### src/rtl/serial_add_ctrl.sv
// Bit-serial adder controller: accepts two WIDTH-bit operands plus carry-in and
// produces their sum LSB first, one bit per clock. Define SERIAL_ADD_COUT_EN to expose the final carry on cout.

// One-bit full adder cell; the only sum/carry logic in the datapath.
module fulladder (
  input  logic a,
  input  logic b,
  input  logic ci,
  output logic s,
  output logic co
);
  assign s  = a ^ b ^ ci;
  assign co = (a & b) | (ci & (a ^ b));
endmodule

module serial_add_ctrl #(
  parameter int unsigned WIDTH = 32
) (
  input  logic             clk,
  input  logic             rst,
  input  logic             in_valid,
  output logic             in_ready,
  input  logic [WIDTH-1:0] a,
  input  logic [WIDTH-1:0] b,
  input  logic             cin,
  output logic             out_valid,
  input  logic             out_ready,
  output logic [WIDTH-1:0] sum,
  output logic             busy
`ifdef SERIAL_ADD_COUT_EN
  ,
  output logic             cout
`endif
);

  // Counter must reach WIDTH-1 without wrapping; wide enough to hold WIDTH itself.
  localparam int unsigned CNT_W = $clog2(WIDTH + 1);
  localparam int unsigned MSB   = WIDTH - 1;

  typedef enum logic [1:0] {
    IDLE = 2'd0,
    RUN  = 2'd1,
    DONE = 2'd2
  } state_t;

  state_t             state, state_nxt;
  logic [WIDTH-1:0]   a_sh, a_sh_nxt;
  logic [WIDTH-1:0]   b_sh, b_sh_nxt;
  logic [WIDTH-1:0]   sum_nxt;
  logic               carry, carry_nxt;
  logic [CNT_W-1:0]   cnt, cnt_nxt;
  logic               fa_s, fa_co;

  fulladder u_fa (
    .a  (a_sh[0]),
    .b  (b_sh[0]),
    .ci (carry),
    .s  (fa_s),
    .co (fa_co)
  );

  // State register
  always_ff @(posedge clk or posedge rst) begin
    if (rst) state <= IDLE;
    else     state <= state_nxt;
  end

  // Next-state and datapath next values
  always_comb begin
    state_nxt = state;
    a_sh_nxt  = a_sh;
    b_sh_nxt  = b_sh;
    carry_nxt = carry;
    cnt_nxt   = cnt;
    sum_nxt   = sum;
    case (state)
      IDLE: begin
        if (in_valid) begin
          a_sh_nxt  = a;
          b_sh_nxt  = b;
          carry_nxt = cin;
          cnt_nxt   = '0;
          sum_nxt   = '0;
          state_nxt = RUN;
        end
      end
      RUN: begin
        // New sum bit enters at the MSB so after WIDTH shifts bit 0 sits at the LSB.
        sum_nxt      = sum >> 1;
        sum_nxt[MSB] = fa_s;
        carry_nxt    = fa_co;
        a_sh_nxt     = a_sh >> 1;
        b_sh_nxt     = b_sh >> 1;
        cnt_nxt      = cnt + CNT_W'(1);
        if (cnt == CNT_W'(WIDTH - 1)) state_nxt = DONE;
      end
      DONE: begin
        if (out_ready) state_nxt = IDLE;
      end
      default: state_nxt = IDLE;
    endcase
  end

  // Datapath and status flops; status bits track the state being entered
  always_ff @(posedge clk or posedge rst) begin
    if (rst) begin
      a_sh      <= '0;
      b_sh      <= '0;
      carry     <= 1'b0;
      cnt       <= '0;
      sum       <= '0;
      in_ready  <= 1'b1;
      out_valid <= 1'b0;
      busy      <= 1'b0;
    end else begin
      a_sh      <= a_sh_nxt;
      b_sh      <= b_sh_nxt;
      carry     <= carry_nxt;
      cnt       <= cnt_nxt;
      sum       <= sum_nxt;
      in_ready  <= (state_nxt == IDLE);
      out_valid <= (state_nxt == DONE);
      busy      <= (state_nxt == RUN);
    end
  end

`ifdef SERIAL_ADD_COUT_EN
  assign cout = carry;
`endif

endmodule

### config.mk
export PLATFORM = sky130hd
export DESIGN_NAME = serial_add_ctrl
export DESIGN_NICKNAME = d
export VERILOG_FILES = /design/src/rtl/serial_add_ctrl.sv
export SDC_FILE = /design/constraint.sdc
export NUM_CORES = 1
export LEC_CHECK = 0
export ABC_AREA = 1
export ABC_CLOCK_PERIOD_IN_PS = 10130
export CORE_UTILIZATION = 53
export DETAILED_ROUTE_END_ITERATION = 10
export DONT_BUFFER_PORTS = 1
export PLACE_DENSITY = 0.78
export SLEW_MARGIN = 20
export SYNTH_ARGS = -nofsm -noshare
export SYNTH_HDL_FRONTEND = slang
export SYNTH_SLANG_ARGS = --single-unit
### constraint.sdc
create_clock -name clk -period 10.13 [get_ports clk]
set_input_delay 2.026 -clock clk [delete_from_list [all_inputs] [get_ports clk]]
set_output_delay 2.026 -clock clk [all_outputs]
set_load 0.005 [all_outputs]
==> metrics <==
DR iter-0 viols 160; CTS tree done; worst endpoint required time between 8 and 9 ns; CP Data Arrival Time 0.91 ns; Max-Slew Margin vs Limit 33.57%; Post-synth EDFFs 0; Seq/Total Area, Yosys between 50 and 60%; Peak VDD IR around 0.0002 V; Reg2Reg Depth 4; leading post-synthesis cells by cell area dfrtp_1, nand2_1, nand3_1; clock tree buffer depth 2; routed wire length between 8 and 9 mm; Syn Inst Count between 500 and 600; via count 3,281; Ant. Diodes 0; Die X ~95 um; Port Buf Inserts 0; Leak about 2.3 nW; Rows 33; total of max-cap violations 0; clock sinks approximately 110; htree depth 3; asr flop ratio synth 100.0%; DR DRC count 0; f_max around 340 MHz; critical path type register to primary output; post-route ant nets 0; minimum clock period after layout just under 3 ns; R2R Path End a_sh[0]$_DFFE_PP0P_; vias in the first global route between 3,000 and 4,000; Area growth syn-to-layout 4.021%; Crit path depth 0; first-pass GRT wire length approximately 15 mm; First-pass DRT Iterations 6; Yosys top cell by area dfrtp_1; Die Span Y roughly 95 um; Final Net Count between 500 and 600; endpoints failing hold 0; layout cells sized above 1 between 5 and 6%; R2R Path Start state[1]$_DFF_PP0_; core area about 8300 sq um; post-CTS sizing 0; CTS Hold Buffers Added 0; drt wl/cell between 10 and 15 um; Ports between 100 and 150; Critical Path Fanout Max 1; crit path from in_ready$_DFF_PP1_; DIE AREA slightly below 9000 sq um; Clk network pwr share 19.3%; most common cell in the synthesized netlist nand2_1; critical path capture point type primary output; Startpoint Class register; Via density approximately 5.4; CTS Buf Count 9; status finished clean; GP Congestion roughly 0.76; synthesized flop and latch total 108; Final Max Slew Viols 0; Worst R2R Setup Slack roughly 8 ns; Worst Tran Pin Value 0.9950 ns; Syn Nets 579; largest net degree at the start of global routing 67; Post-synth top cells nand2_1, dfrtp_1, nand3_1; initial antenna violation count 0; Total Routing Usage GR a little over a fifth; Initial Util 55.02%; endpoint of the worst setup timing path in_ready; top_reg_cell synth dfrtp_1; worst hold path type register to register; final worst setup slack approximately 7.2 ns; Setup WS pre-CTS slightly below 7 ns; root buffer cell clkbuf_8; Distinct cells, synth 25; period utilisation layout 29.00%; GRT overflow 0; Flop pwr share between 40% and 50%; DPL Wire Length 5.879 mm; Reg clk slew, reported paths between 0.1 and 0.15 ns; Skew-Pair Late Insertion Delay about 0.36 ns; Synthesis Warnings 0; area taken by multi-input logic gates 1493 sq um; total area of sequential cells approximately 2700 sq um; filler cell count in the final layout between 700 and 800; Pwr Density between 300 and 400 nW/um^2; Avg Inst Size Synth slightly below 9 sq um; Synth Cell Area between 4000 and 5000 sq um; Psw 551.9 uW; Switching Share about two fifths; Setup TNS Final 0 ns; top cell type's share of synthesized area between 50% and 60%; RSZ-0062 raised after global routing no; Int Pwr about 870 uW; power share of the combinational group roughly a third; Setup Viol. Count Final 0; final clock skew 0.008548 ns; Setup Buffers After CTS 0
cell type report:
type	count	area share, %
Clock buffer	9	2.621
Inverter	43	3.468
Timing Repair Buffer	3	0.4766
Multi-Input combinational cell	330	31.59
Sequential cell	108	57.21
Tap cell	105	2.780
Clock inverter	7	1.853
cell families (layout without fill, tap and decap cells):
logic type	Yosys count	in the layout	synth area share (%)
fa+ha+maj	2	2	0.7160
compound gates	45	45	6.252
buf+inv	70	62	7.794
flops	108	108	59.52
simple gates	283	283	25.72
power groups by stage:
| stage | sequential [mW] | clock, mW | combinational, mW |
|---|---|---|---|
| after floorplan | 0.676 | 0 | 0.404 |
| after global placement | 0.700 | 0 | 0.428 |
| after detailed placement | 0.707 | 0 | 0.457 |
| after CTS | 0.701 | 0.283 | 0.457 |
| after global routing | 0.718 | 0.298 | 0.523 |
| final | 0.699 | 0.275 | 0.450 |
worst min-delay path by stage:
stage	startpoint	end	slack [ns]	cells past startpoint
after global placement	b_sh[5]$_DFFE_PP0P_	b_sh[4]$_DFFE_PP0P_	0.47	2
after floorplan	a_sh[10]$_DFFE_PP0P_	a_sh[10]$_DFFE_PP0P_	0.47	2
final	a_sh[30]$_DFFE_PP0P_	a_sh[29]$_DFFE_PP0P_	0.50	2
after detailed placement	b_sh[26]$_DFFE_PP0P_	b_sh[25]$_DFFE_PP0P_	0.48	2
after CTS	b_sh[8]$_DFFE_PP0P_	b_sh[7]$_DFFE_PP0P_	0.50	2
after global routing	b_sh[8]$_DFFE_PP0P_	b_sh[7]$_DFFE_PP0P_	0.52	2
sequential cells by signal, summed over array words and instances (netlist names):
signal,cells
a_sh,32
cnt,6
out_valid,1
in_ready,1
busy,1
b_sh,32
state,2
sum,32
carry,1
metrics by stage:
step | util, % | hold slack [ns] | instances | total power, mW | cell area [sq um]
after floorplan | - | 0.4655 | 508 | 1.080 | 4543
after global placement | 54.67 | 0.4719 | 589 | 1.129 | 4514
after detailed placement | 54.67 | 0.4813 | 589 | 1.164 | 4514
after CTS | 57.23 | 0.5005 | 605 | 1.441 | 4726
after global routing | 57.23 | 0.5214 | 605 | 1.539 | 4726
final | 57.23 | 0.5016 | 605 | 1.424 | 4726
cells in the final DEF, fill, tap and decap left out, drive strengths merged:
| cell | synthesis | layout |
|---|---|---|
| dfrtp | 107 | 107 |
| ha | 1 | 1 |
| o21ai | 6 | 6 |
| clkbuf | 1 | 9 |
| nand2 | 204 | 204 |
| o211ai | 5 | 5 |
| nand4 | 2 | 2 |
| fa | 1 | 1 |
| a22o | 1 | 1 |
| nand3 | 64 | 64 |
| bufinv | 0 | 1 |
| buf | 26 | 3 |
| inv | 43 | 48 |
| o22ai | 31 | 31 |
| a21oi | 2 | 2 |
| nand3b | 1 | 1 |
| clkinv | 0 | 1 |
| nor2 | 12 | 12 |
| dfstp | 1 | 1 |
routing by layer:
metal	vias to the layer above	track usage, %	routed length (um)
met5	-	0	0
met4	0	7.323	193
met3	19	5.314	456
met2	82	37.20	4441
met1	1577	26.68	3900
li1	1603	-	-
Power figures use the tool's default switching activity.
